**src/rtl/mod_keypad_scan.sv**
```systemverilog
// 4x4 hex keypad scanner: strobes one column at a time, debounces a press on the
// slow scan tick and hands each accepted key to the core over valid/ready.
module mod_keypad_scan #(
  parameter int SCAN_DIV_BITS  = 15,
  parameter int DEBOUNCE_SCANS = 4
) (
  input  logic       i_clk,
  input  logic       i_rst_n,
  input  logic [3:0] i_rows_n,
  output logic [3:0] o_cols_n,
  output logic [3:0] o_key,
  output logic       o_key_valid,
  input  logic       i_key_ready,
  output logic       o_key_down,
  output logic       o_overrun
);

  localparam logic [3:0]               DB_TARGET = 4'(DEBOUNCE_SCANS);
  localparam logic [SCAN_DIV_BITS-1:0] DIV_ONE   = SCAN_DIV_BITS'(1);

  typedef enum logic [1:0] {
    SCAN     = 2'd0,
    DEBOUNCE = 2'd1,
    HELD     = 2'd2
  } state_t;

  state_t                   state;
  logic [SCAN_DIV_BITS-1:0] div_cnt;
  logic [3:0]               rows_meta;
  logic [3:0]               rows_s;
  logic [1:0]               col;
  logic [1:0]               row_lat;
  logic [3:0]               cnt;

  logic       tick;
  logic       hit;
  logic [1:0] sel_row;
  logic       emit;
  logic       transfer;

  assign tick     = &div_cnt;
  assign hit      = ~&rows_s;
  assign transfer = o_key_valid & i_key_ready;
  assign o_cols_n = ~(4'b0001 << col);

  // Lowest-index pressed row wins when several rows are low at once.
  always_comb begin
    sel_row = 2'd0;
    if (!rows_s[0])      sel_row = 2'd0;
    else if (!rows_s[1]) sel_row = 2'd1;
    else if (!rows_s[2]) sel_row = 2'd2;
    else if (!rows_s[3]) sel_row = 2'd3;
  end

  always_comb begin
    emit = 1'b0;
    if (tick && hit) begin
      if (state == SCAN)
        emit = (DB_TARGET == 4'd1);
      else if (state == DEBOUNCE)
        emit = (sel_row == row_lat) && ((cnt + 4'd1) == DB_TARGET);
    end
  end

  always_ff @(posedge i_clk or negedge i_rst_n) begin
    if (!i_rst_n) begin
      state       <= SCAN;
      div_cnt     <= '0;
      rows_meta   <= 4'b1111;
      rows_s      <= 4'b1111;
      col         <= 2'd0;
      row_lat     <= 2'd0;
      cnt         <= 4'd0;
      o_key       <= 4'd0;
      o_key_valid <= 1'b0;
      o_key_down  <= 1'b0;
      o_overrun   <= 1'b0;
    end else begin
      rows_meta <= i_rows_n;
      rows_s    <= rows_meta;
      div_cnt   <= div_cnt + DIV_ONE;

      if (tick) begin
        case (state)
          SCAN: begin
            if (hit) begin
              row_lat <= sel_row;
              if (emit) begin
                cnt        <= 4'd0;
                state      <= HELD;
                o_key_down <= 1'b1;
              end else begin
                cnt   <= 4'd1;
                state <= DEBOUNCE;
              end
            end else begin
              col <= col + 2'd1;
            end
          end
          DEBOUNCE: begin
            if (hit && (sel_row == row_lat)) begin
              if (emit) begin
                cnt        <= 4'd0;
                state      <= HELD;
                o_key_down <= 1'b1;
              end else begin
                cnt <= cnt + 4'd1;
              end
            end else begin
              state <= SCAN;
              col   <= col + 2'd1;
            end
          end
          HELD: begin
            // Column stays frozen, so the latched row reads this exact key.
            if (!rows_s[row_lat]) begin
              cnt <= 4'd0;
            end else if ((cnt + 4'd1) == DB_TARGET) begin
              cnt        <= 4'd0;
              state      <= SCAN;
              o_key_down <= 1'b0;
              col        <= col + 2'd1;
            end else begin
              cnt <= cnt + 4'd1;
            end
          end
          default: begin
            state      <= SCAN;
            o_key_down <= 1'b0;
            cnt        <= 4'd0;
          end
        endcase
      end

      // A key arriving while the previous one is still pending is dropped.
      if (emit) begin
        if (!o_key_valid || i_key_ready) begin
          o_key       <= {sel_row, col};
          o_key_valid <= 1'b1;
        end else begin
          o_overrun <= 1'b1;
        end
      end else if (transfer) begin
        o_key_valid <= 1'b0;
      end

      if (transfer) o_overrun <= 1'b0;
    end
  end

endmodule
```
**config.mk**
```make
export PLATFORM = sky130hd
export DESIGN_NAME = mod_keypad_scan
export DESIGN_NICKNAME = d
export VERILOG_FILES = /design/src/rtl/mod_keypad_scan.sv
export SDC_FILE = /design/constraint.sdc
export NUM_CORES = 1
export LEC_CHECK = 0
export ABC_AREA = 1
export CORE_MARGIN = 2
export CORE_UTILIZATION = 30
export CTS_BUF_LIST = sky130_fd_sc_hd__clkbuf_16
export DETAILED_ROUTE_END_ITERATION = 8
export DONT_BUFFER_PORTS = 1
export PLACE_DENSITY = 0.44
export SKIP_LAST_GASP = 1
export SYNTH_ARGS = -nofsm -noshare
export SYNTH_HDL_FRONTEND = slang
export SYNTH_SLANG_ARGS = --single-unit
export TNS_END_PERCENT = 5
```
**constraint.sdc**
```tcl
create_clock -name i_clk -period 1.9 [get_ports i_clk]
set_clock_uncertainty 0.05 [all_clocks]
set_input_delay 0 -clock i_clk [delete_from_list [all_inputs] [get_ports i_clk]]
set_output_delay 0 -clock i_clk [all_outputs]
set_load 0.01 [all_outputs]
```
==> results of run 1 <==
==> cell usage in the layout (no fill, tap or decap), drive strengths merged, types with 2 or more instances in the layout <==
master / n
nand2: 67
nor4: 3
a21oi: 2
inv: 36
nand4: 9
nor3: 4
clkbuf: 5
o21ai: 10
dfrtp: 32
dfstp: 8
nand3: 16
ha: 7
xor2: 9
nor2: 23
buf: 2
clkinv: 2
xnor2: 4
dlygate4sd3: 6
==> worst paths after layout <==
check,from,to,slack (ns),cells after the start
max,cnt[0]$_DFFE_PN0P_,cnt[1]$_DFFE_PN0P_,0.18,9
min,i_rst_n,cnt[3]$_DFFE_PN0P_,0.14,2
max reg2reg,cnt[0]$_DFFE_PN0P_,cnt[1]$_DFFE_PN0P_,0.18,9
min reg2reg,rows_meta[0]$_DFF_PN1_,rows_s[0]$_DFF_PN1_,0.30,0
max in group asynchronous,i_rst_n,rows_meta[3]$_DFF_PN1_,1.40,2
min in group i_clk,i_rows_n[1],rows_meta[1]$_DFF_PN1_,0.21,1
==> power by group through the flow <==
stage          Combinational [mW]  Sequential [mW]  Clock (mW)
4_1_cts                    0.0552            0.872       0.972
3_3_place_gp               0.0215            0.887           0
3_5_place_dp               0.0216            0.887           0
5_1_grt                    0.0611            0.873       0.990
6_report                   0.0524            0.872       0.935
2_1_floorplan              0.0156            0.886           0
==> metal layers <==
layer / GRT usage [%] / wire length, µm / vias to the layer above
met5: 0 / 0 / -
met2: 19.0 / 1770 / 19
met1: 15.1 / 1910 / 675
met4: 5.45 / 80 / 0
met3: 2.09 / 85 / 8
li1: - / - / 764
==> stage by stage <==
| stage | cells | hold WS (ns) | setup slack [ns] | total power [mW] |
|---|---|---|---|---|
| floorplan | 233 | -0.346 | 0.322 | 0.902 |
| global placement | 314 | -0.344 | 0.205 | 0.908 |
| detailed placement | 314 | -0.344 | 0.170 | 0.909 |
| CTS | 329 | 0.166 | 0.161 | 1.90 |
| global route | 329 | 0.173 | 0.0196 | 1.92 |
| finish | 329 | 0.145 | 0.181 | 1.86 |
==> what timing repair did <==
item,CTS,global route
endpoints found under the hold margin,46,0
endpoints found under the setup margin,0,0
gates resized for setup,0,0
hold buffers,7,0
==> worst max-delay path, cell delays in order (launching register included) <==
cell,delay [ns]
sky130_fd_sc_hd__dfrtp_1,0.43
sky130_fd_sc_hd__ha_1,0.22
sky130_fd_sc_hd__nand2_1,0.07
sky130_fd_sc_hd__nand3_1,0.10
sky130_fd_sc_hd__nor2_1,0.24
sky130_fd_sc_hd__nand2_4,0.13
sky130_fd_sc_hd__o21bai_2,0.14
sky130_fd_sc_hd__nand2_1,0.10
sky130_fd_sc_hd__nand3_1,0.08
sky130_fd_sc_hd__nand2_1,0.05
==> layout make-up <==
| class | instances | area (µm²) |
|---|---|---|
| clock buffers | 5 | 125 |
| clock inverters | 3 | 37.5 |
| fillers | 708 | 4310 |
| inverters | 36 | 135 |
| multi-input cells | 157 | 946 |
| flip-flops and latches | 40 | 1010 |
| well taps | 80 | 100 |
| repair buffers | 8 | 87.6 |
==> state kept, by name, summed over array words and instances (netlist names) <==
| name | flops |
|---|---|
| o_key_down | 1 |
| row_lat | 2 |
| o_overrun | 1 |
| rows_meta | 4 |
| rows_s | 4 |
| state | 2 |
| o_key | 4 |
| div_cnt | 15 |
| cnt | 4 |
| o_key_valid | 1 |
| col | 2 |
==> cell families (layout without fill, tap and decap cells) <==
logic type | Yosys count | in the layout | share of synthesized area (%)
adder cells (fa/ha/maj) | 7 | 7 | 4.19
flip-flops | 40 | 40 | 48.3
AND/OR/NAND/NOR | 123 | 123 | 30.7
AO/OA/AOI/OAI | 14 | 14 | 4.84
buffers and inverters | 36 | 52 | 6.46
XOR/XNOR | 13 | 13 | 5.44
==> summary.md, run 1 <==
| Metric | Value |
|---|---|
| Minimum period implied by the final worst setup slack | `about 1.7 ns` |
| Power share of the clock group | `between 50 and 60%` |
| RSZ-0062 raised after global routing | `no` |
| Placeable core region | `between 6000 and 7000 µm²` |
| Ranking of synthesized cells by area | `sky130_fd_sc_hd__dfrtp_1 38%, sky130_fd_sc_hd__nand2_1 11%, sky130_fd_sc_hd__dfstp_2 10%, sky130_fd_sc_hd__inv_1 6.3%, sky130_fd_sc_hd__ha_1 4.2%` |
| Maximum frequency from static timing analysis | `slightly below 600 MHz` |
| TritonCTS buffer count | `5` |
| Final core utilization | `between 30% and 40%` |
| Remaining number of nets flagged by the antenna check after routing | `0` |
| Sequential share of power | `46.9%` |
| Post-synth top area share | `38.3%` |
| Number of remaining DRC errors | `0` |
| Setup Viol. Count Final | `0` |
| Run status | `finished clean` |
| Total negative slack for setup checks | `0 ns` |
| Max Buffers Root-to-Sink | `2` |
| Combinational share of power | `between 2 and 3%` |
| Share of async-settable or async-resettable flops after synthesis | `100%` |
| Kind of end point of the critical path | `register` |
| Maximum VDD drop | `0.000348 V` |
| Number of global-route vias before repair | `~1500` |
| Starting density of the core | `between 30% and 40%` |
| Biggest area consumer among synthesized cells | `sky130_fd_sc_hd__dfrtp_1` |
| Post-CTS Setup Bufs | `0` |
| Clock tree root driver cell | `sky130_fd_sc_hd__clkbuf_16` |
| Routed wire length per instance | `about 12 µm` |
| Total cell area at the placement stage | `2200 µm²` |
| Via-to-Cell Ratio | `approximately 4.5` |
| Leakage power summed over all cells | `around 1.2 nW` |
| Final Max Slew Viols | `0` |
| Cell row count | `30` |
| Power per cell area | `761 nW/µm²` |
| Combined area of all synthesized cells | `~2100 µm²` |
| Net switching power of the design | `0.362 mW` |
| Drt pass-1 iters | `4` |
| Die extent in y | `between 80 and 90 µm` |
| Worst setup path class | `reg -> reg` |
| Post-synthesis average cell area | `about 9.0 µm²` |
| Worst Tran Pin Value | `around 0.33 ns` |
| Number of sinks handled by clock tree synthesis | `40` |
| Number of antenna cells inserted | `0` |
| Die Area | `around 7700 µm²` |
| Cell internal pwr | `1.50 mW` |
| Number of cells produced by synthesis | `~230` |
| Sw Ratio | `between 10% and 20%` |
| Critical path required time | `just over 2 ns` |
| Total grt overflow | `0` |
| Number of flip-flops and latches in the synthesized netlist | `40` |
| Area added between synthesis and finish | `16.7%` |
| Number of H-tree branching levels | `2` |
| Routed WL | `between 3000 and 4000 µm` |
| Cell with the most instances after synthesis | `sky130_fd_sc_hd__nand2_1` |
| Number of antenna violations at the first check in global routing | `0` |
| Part of the cycle the worst path needs | `90.5%` |
| Final std cell area, no fill | `~2400 µm²` |
| Number of synthesized flops with an enable pin | `0` |
| Number of maximum-capacitance constraint violations | `0` |
| Slew headroom | `between 70% and 80%` |
| Final weighted congestion in routability-driven placement | `0.780` |
| TritonCTS clock tree | `built` |
| First-pass GRT wire length | `roughly 6900 µm` |
| Estimated wirelength of the detail-placed design | `about 2900 µm` |
| Buffers added on ports | `0` |
| I/O pin count | `18` |
| Primary FF master, synth | `sky130_fd_sc_hd__dfrtp_1` |
| Count of final hold-check violations | `0` |
| Largest fanout of any net on the critical path | `6` |
| Total global-route track usage | `a little under an eighth` |
| Clock-pin slew of the registers on the worst-case setup and hold paths | `roughly 0.060 ns` |
| Final net count | `around 260` |
| Portion of the post-synthesis area used by sequential elements | `approximately half` |
| Chip width | `87.5 µm` |
| Type of the tightest min-delay check | `in -> async` |
| Net Count, Synth | `247` |
| Yosys warning total | `0` |
| Count of vias placed by the detailed router | `~1500` |
| Post-synthesis cell type count | `30` |
| Iteration-0 DRC Markers | `73` |
| Arrival time of the worst setup path | `about 1.8 ns` |
| Clk Latency, worst-skew pair | `0.28 ns` |
| Maximum number of pins on one net before global-route repair | `41` |
| Share of layout cells above drive strength 1 | `between 15 and 20%` |
| Category of the worst setup path launch point | `register` |
| Cell types with the highest counts after synthesis | `61 x sky130_fd_sc_hd__nand2_1, 35 x sky130_fd_sc_hd__inv_1, 32 x sky130_fd_sc_hd__dfrtp_1, 14 x sky130_fd_sc_hd__nand3_1, 14 x sky130_fd_sc_hd__nor2_1` |
No activity file was read; power rests on OpenSTA's default activity.
==> run 2, diff against run 1 <==
- CORE_UTILIZATION: 30 -> 50
- PLACE_DENSITY: 0.44 -> 0.65
==> run 2 against run 1 <==
Net effect: setup slack got worse by 0.020 ns; core utilization increased by 23 points; sequential power about the same; via count decreased by 0.34%; clock power decreased by 17%; clock-buffer cell count unchanged; design area decreased by 2.6%; first-iteration DRC count decreased by 5.5%; fmax decreased by 1.2%; critical path type unchanged; largest cell class unchanged.
==> summary.md, run 2 (synthesis results as in run 1) <==
| Metric | Value |
|---|---|
| Final Max Slew Viols | `0` |
| Most used cells in the layout excluding fill and tap cells | `61 x sky130_fd_sc_hd__nand2_1, 37 x sky130_fd_sc_hd__inv_1, 32 x sky130_fd_sc_hd__dfrtp_1` |
| Clk Latency, worst-skew pair | `between 0.2 and 0.3 ns` |
| Arrival time of the worst setup path | `1.85 ns` |
| Number of remaining DRC errors | `0` |
| Net switching power of the design | `about 0.34 mW` |
| Placed cell count | `283` |
| Largest register FFs | `15` |
| Leakage power summed over all cells | `about 1.2 nW` |
| Routed wire length per instance | `approximately 12 µm` |
| Kind of end point of the critical path | `register` |
| Remaining number of nets flagged by the antenna check after routing | `0` |
| Power per cell area | `just over 700 nW/µm²` |
| RSZ-0062 raised after global routing | `no` |
| Routed WL | `between 3000 and 4000 µm` |
| Largest fanout of any net on the critical path | `4` |
| Number of standard cells in the layout, taps in and fillers out | `slightly below 300` |
| Worst setup path class | `reg -> reg` |
| RR Startpoint | `div_cnt[0]$_DFF_PN0_` |
| Final weighted congestion in routability-driven placement | `slightly above 0.8` |
| Total grt overflow | `0` |
| Max Buffers Root-to-Sink | `2` |
| Number of H-tree branching levels | `2` |
| Number of antenna violations at the first check in global routing | `0` |
| Chip width | `between 60 and 70 µm` |
| Worst setup endpoint | `cnt[0]$_DFFE_PN0P_` |
| Maximum number of pins on one net before global-route repair | `between 40 and 50` |
| Clock tree root driver cell | `sky130_fd_sc_hd__clkbuf_16` |
| Cell internal pwr | `between 1 and 1.5 mW` |
| Final net count | `about 260` |
| Power share of the clock group | `between 40% and 50%` |
| Area added between synthesis and finish | `13.7%` |
| Worst Tran Pin Value | `between 0.3 and 0.4 ns` |
| Count of final hold-check violations | `0` |
| Register-to-register setup slack | `about 0.16 ns` |
| Slew headroom | `between 70% and 80%` |
| Part of the cycle the worst path needs | `~92%` |
| Estimated wirelength of the detail-placed design | `2640 µm` |
| Total global-route track usage | `about 17%` |
| Starting density of the core | `a little over half` |
| TritonCTS clock tree | `built` |
| Cell row count | `23` |
| Number of sinks handled by clock tree synthesis | `40` |
| Sw Ratio | `approximately a fifth` |
| Via-to-Cell Ratio | `roughly 4.9` |
| Placeable core region | `around 4000 µm²` |
| Sequential share of power | `between 50% and 60%` |
| I/O pin count | `18` |
| R2r endpoint | `cnt[0]$_DFFE_PN0P_` |
| Setup Viol. Count Final | `0` |
| Count of vias placed by the detailed router | `1461` |
| TritonCTS buffer count | `5` |
| First-pass GRT wire length | `about 6000 µm` |
| Drt pass-1 iters | `4` |
| Worst Setup SP | `div_cnt[0]$_DFF_PN0_` |
| Maximum frequency from static timing analysis | `around 580 MHz` |
| Minimum period implied by the final worst setup slack | `~1.7 ns` |
| Buffers added on ports | `0` |
| Die extent in y | `68.7 µm` |
| Register with the most flip-flops | `div_cnt` |
| Most frequent standard cell in the layout excluding fill and tap cells | `sky130_fd_sc_hd__nand2_1` |
| Category of the worst setup path launch point | `register` |
| Number of antenna cells inserted | `0` |
| Clock-pin slew of the registers on the worst-case setup and hold paths | `0.05 ns` |
| Worst reg-to-reg path cell count | `10` |
| Total negative slack for setup checks | `0 ns` |
| Share of layout cells above drive strength 1 | `18.1%` |
| Combinational share of power | `under 10%` |
| Iteration-0 DRC Markers | `just under 70` |
| Critical path required time | `around 2 ns` |
| Die Area | `4720 µm²` |
| Maximum VDD drop | `about 0.00062 V` |
| Type of the tightest min-delay check | `in -> async` |
| Tot Pwr | `about 1.7 mW` |
| Number of maximum-capacitance constraint violations | `0` |
| Post-CTS Setup Bufs | `0` |
| Number of global-route vias before repair | `~1400` |
| Run status | `finished clean` |
## run 2: changes by cell type in the layout (fill, tap and decap cells not counted), sizes merged
cell,delta
clkinv,-1
buf,-1
bufinv,-1
inv,+2
## run 2: cell type report
class                      instances  area [µm²]
fill                             350        1620
sequential                        40        1010
multi-input combinational        157         953
inverter                          36         135
clock buffer                       5         125
timing repair buffer               7        80.1
tap                               50        62.6
clock inverter                     3        11.3
## run 2: power groups by stage
stage / logic (mW) / registers, mW / clock network, mW
4_1_cts: 0.0503 / 0.873 / 0.799
2_1_floorplan: 0.0156 / 0.886 / 0
5_1_grt: 0.0563 / 0.873 / 0.826
3_3_place_gp: 0.0182 / 0.887 / 0
6_report: 0.0491 / 0.873 / 0.775
3_5_place_dp: 0.0183 / 0.888 / 0
## run 2: worst min-delay path by stage
stage                       endpoint    start  depth (start not counted)  slack [ns]
3_5_place_dp   div_cnt[14]$_DFF_PN0_  i_rst_n                          0       -0.34
3_3_place_gp    div_cnt[8]$_DFF_PN0_  i_rst_n                          0       -0.34
2_1_floorplan     cnt[0]$_DFFE_PN0P_  i_rst_n                          0       -0.35
5_1_grt         div_cnt[7]$_DFF_PN0_  i_rst_n                          2        0.19
6_report       div_cnt[11]$_DFF_PN0_  i_rst_n                          2        0.15
4_1_cts         div_cnt[7]$_DFF_PN0_  i_rst_n                          2        0.13
## run 2: critical path, stage by stage (launching register included)
cell and delay, ns:
sky130_fd_sc_hd__dfrtp_1 0.38, sky130_fd_sc_hd__ha_2 0.23, sky130_fd_sc_hd__nand2_1 0.07, sky130_fd_sc_hd__nor2_2 0.14, sky130_fd_sc_hd__nand3_2 0.14, sky130_fd_sc_hd__nor2_4 0.14
sky130_fd_sc_hd__nand2_4 0.09, sky130_fd_sc_hd__o21bai_2 0.13, sky130_fd_sc_hd__nand2_1 0.11, sky130_fd_sc_hd__nand3_1 0.09, sky130_fd_sc_hd__nand2_1 0.05
## run 2: routing by layer
metal	vias up	GRT usage, %	wire, µm
met5	-	0	0
met4	0	7.50	58
met3	5	3.90	146
met2	29	29.2	1690
met1	665	21.4	1650
li1	762	-	-
## run 2: metrics by stage
step	hold WS, ns	cell area (µm²)	util, %	setup slack, ns
2_1_floorplan	-0.346	2090	-	0.322
3_3_place_gp	-0.344	2150	53.9	0.146
3_5_place_dp	-0.345	2150	53.9	0.0937
4_1_cts	0.129	2370	59.3	0.0805
5_1_grt	0.189	2380	59.5	0.0429
6_report	0.149	2380	59.5	0.161
## run 2: what timing repair did
action	CTS	global route
endpoints found under the setup margin	0	8
hold buffers	7	0
gates resized for setup	0	3
hold endpoints to repair	46	0
==> run 3, diff against run 2 <==
- RECOVER_POWER: default -> 100
==> run 3 against run 2 <==
Net effect: critical path depth did not move; sequential share of layout area rose by 0.57 points; clock power barely moved; total power fell by 0.20%.
==> summary.md, run 3 (synthesis results as in run 1) <==
| Metric | Value |
|---|---|
| Fill cells | `356` |
| RR Startpoint | `div_cnt[0]$_DFF_PN0_` |
| Estimated wirelength of the detail-placed design | `2640 µm` |
| Largest register FFs | `15` |
| Cell row count | `23` |
| Final Max Slew Viols | `0` |
| Pre-CTS worst setup slack | `0.0937 ns` |
| Most frequent standard cell in the layout excluding fill and tap cells | `sky130_fd_sc_hd__nand2_1` |
| Worst setup path class | `reg -> reg` |
| Slew headroom | `between 30% and 40%` |
| Number of global-route vias before repair | `between 1000 and 1500` |
| R2r endpoint | `o_key[3]$_DFFE_PN0P_` |
| Final net count | `261` |
| Final weighted congestion in routability-driven placement | `between 0.8 and 0.9` |
| Number of H-tree branching levels | `2` |
| Total cell area at the placement stage | `2150 µm²` |
| Total negative slack for setup checks | `0 ns` |
| Largest fanout of any net on the critical path | `8` |
| Die extent in y | `68.7 µm` |
| Power per cell area | `~720 nW/µm²` |
| Leakage power summed over all cells | `between 1 and 1.5 nW` |
| Post-CTS Setup Bufs | `0` |
| Routed wire length per instance | `approximately 12 µm` |
| Most used cell along the critical path | `sky130_fd_sc_hd__nand2_1` |
| Number of standard cells in the layout, taps in and fillers out | `~300` |
| Worst setup margin | `0.132 ns` |
| Hold worst-path end | `rows_meta[2]$_DFF_PN1_` |
| Hold Worst Slack | `0.215 ns` |
| Share of layout cells above drive strength 1 | `between 10% and 20%` |
| Longest individual stage delay on the worst path | `around 0.38 ns` |
| Kind of end point of the critical path | `register` |
| Via-to-Cell Ratio | `a little under 5` |
| Buffers added on ports | `0` |
| Critical path required time | `approximately 2.0 ns` |
| Total global-route track usage | `between 10% and 20%` |
| Worst Hold Depth | `1` |
| Number of maximum-capacitance constraint violations | `0` |
| Number of remaining DRC errors | `0` |
| Number of sinks handled by clock tree synthesis | `40` |
| Worst reg-to-reg path cell count | `10` |
| Final std cell area, no fill | `~2300 µm²` |
| Number of antenna cells inserted | `0` |
| Starting density of the core | `52.3%` |
| Area added between synthesis and finish | `12.2%` |
| Critical-path cell with the highest stage delay | `sky130_fd_sc_hd__dfrtp_1` |
| Register with the most flip-flops | `div_cnt` |
| Clock-pin slew of the registers on the worst-case setup and hold paths | `around 0.050 ns` |
| Count of final hold-check violations | `0` |
| Maximum frequency from static timing analysis | `~570 MHz` |
| Maximum number of pins on one net before global-route repair | `slightly above 40` |
| First-pass GRT wire length | `around 6000 µm` |
| Most used cells in the layout excluding fill and tap cells | `62 x sky130_fd_sc_hd__nand2_1, 37 x sky130_fd_sc_hd__inv_1, 32 x sky130_fd_sc_hd__dfrtp_1` |
| Iteration-0 DRC Markers | `73` |
| I/O pin count | `18` |
| Setup Viol. Count Final | `0` |
| Worst Tran Pin Value | `about 0.97 ns` |
| RSZ-0062 raised after global routing | `no` |
| Number of antenna violations at the first check in global routing | `0` |
| Run status | `finished clean` |
| Launch point of the worst hold path | `i_rows_n[2]` |
| TritonCTS buffer count | `5` |
| Cell chain of the critical path | `ha_2 > nand2_1 > nor2_2 > nand3_2 > nor2_4 > nand2_4 > nor2_8 > nand2_2 > nand2_1 > o21ai_2` |
| Total grt overflow | `0` |
| Clock tree root driver cell | `sky130_fd_sc_hd__clkbuf_16` |
| Type of the tightest min-delay check | `in -> reg` |
| Die Area | `approximately 4700 µm²` |
| Register-to-register setup slack | `approximately 0.13 ns` |
| Placeable core region | `approximately 4000 µm²` |
| TritonCTS clock tree | `built` |
| Max Buffers Root-to-Sink | `2` |
| Maximum VDD drop | `0.000622 V` |
| Placed cell count | `between 200 and 300` |
| Clk Latency, worst-skew pair | `roughly 0.28 ns` |
| Chip width | `approximately 70 µm` |
| Arrival time of the worst setup path | `1.88 ns` |
| Category of the worst setup path launch point | `register` |
| Part of the cycle the worst path needs | `93.0%` |
| Minimum period implied by the final worst setup slack | `about 1.8 ns` |
| Drt pass-1 iters | `4` |
| Remaining number of nets flagged by the antenna check after routing | `0` |
| Count of vias placed by the detailed router | `1468` |
| Routed WL | `3570 µm` |
[run 3: metal layers]
layer / global-route usage [%] / vias up / part of all wire [%]
li1: - / 763 / -
met1: 21.4 / 674 / 47
met2: 29.2 / 26 / 48
met3: 3.90 / 5 / 3.4
met4: 7.50 / 0 / 1.6
met5: 0 / - / 0
[run 3: power breakdown]
part / internal, mW / switching [mW] / leakage, nW
combinational: 0.0140 / 0.0308 / 0.594
clock: 0.472 / 0.305 / 0.0738
sequential: 0.868 / 0.00486 / 0.516
total: 1.35 / 0.341 / 1.18
[run 3: worst max path at each step]
| stage | start | to | cells after the start | slack (ns) |
|---|---|---|---|---|
| floorplan | cnt[0]$_DFFE_PN0P_ | o_key[0]$_DFFE_PN0P_ | 9 | 0.32 |
| global placement | div_cnt[0]$_DFF_PN0_ | o_key[2]$_DFFE_PN0P_ | 10 | 0.15 |
| detailed placement | div_cnt[0]$_DFF_PN0_ | cnt[0]$_DFFE_PN0P_ | 10 | 0.09 |
| CTS | div_cnt[0]$_DFF_PN0_ | cnt[0]$_DFFE_PN0P_ | 10 | 0.08 |
| global route | cnt[0]$_DFFE_PN0P_ | o_key[0]$_DFFE_PN0P_ | 9 | 0.03 |
| finish | div_cnt[0]$_DFF_PN0_ | o_key[3]$_DFFE_PN0P_ | 10 | 0.13 |
[run 3: final cells by class]
| type | instances | area [µm²] | area share (%) |
|---|---|---|---|
| Sequential cell | 40 | 1010 | 43.1 |
| Clock inverter | 3 | 11.3 | 0.480 |
| Multi-Input combinational cell | 157 | 937 | 39.9 |
| Clock buffer | 5 | 125 | 5.33 |
| Inverter | 36 | 135 | 5.76 |
| Timing Repair Buffer | 7 | 65.1 | 2.77 |
| Tap cell | 50 | 62.6 | 2.67 |
[run 3: metrics by stage]
step / utilization (%) / power, mW
CTS: 59.3 / 1.72
floorplan: - / 0.902
global route: 58.7 / 1.75
global placement: 53.9 / 0.905
finish: 58.7 / 1.69
detailed placement: 53.9 / 0.906
[run 3: what timing repair did]
item | in CTS | in global routing
resized for setup | 0 | 3
hold endpoints to repair | 46 | 0
hold buffers | 7 | 0
endpoints found under the setup margin | 0 | 8
[run 3: critical path, delay by kind of cell (launching register included)]
kind / cells / cell delay [ns]
simple gates: 8 / 0.94
fa+ha+maj: 1 / 0.22
flops: 1 / 0.38
compound gates: 1 / 0.05
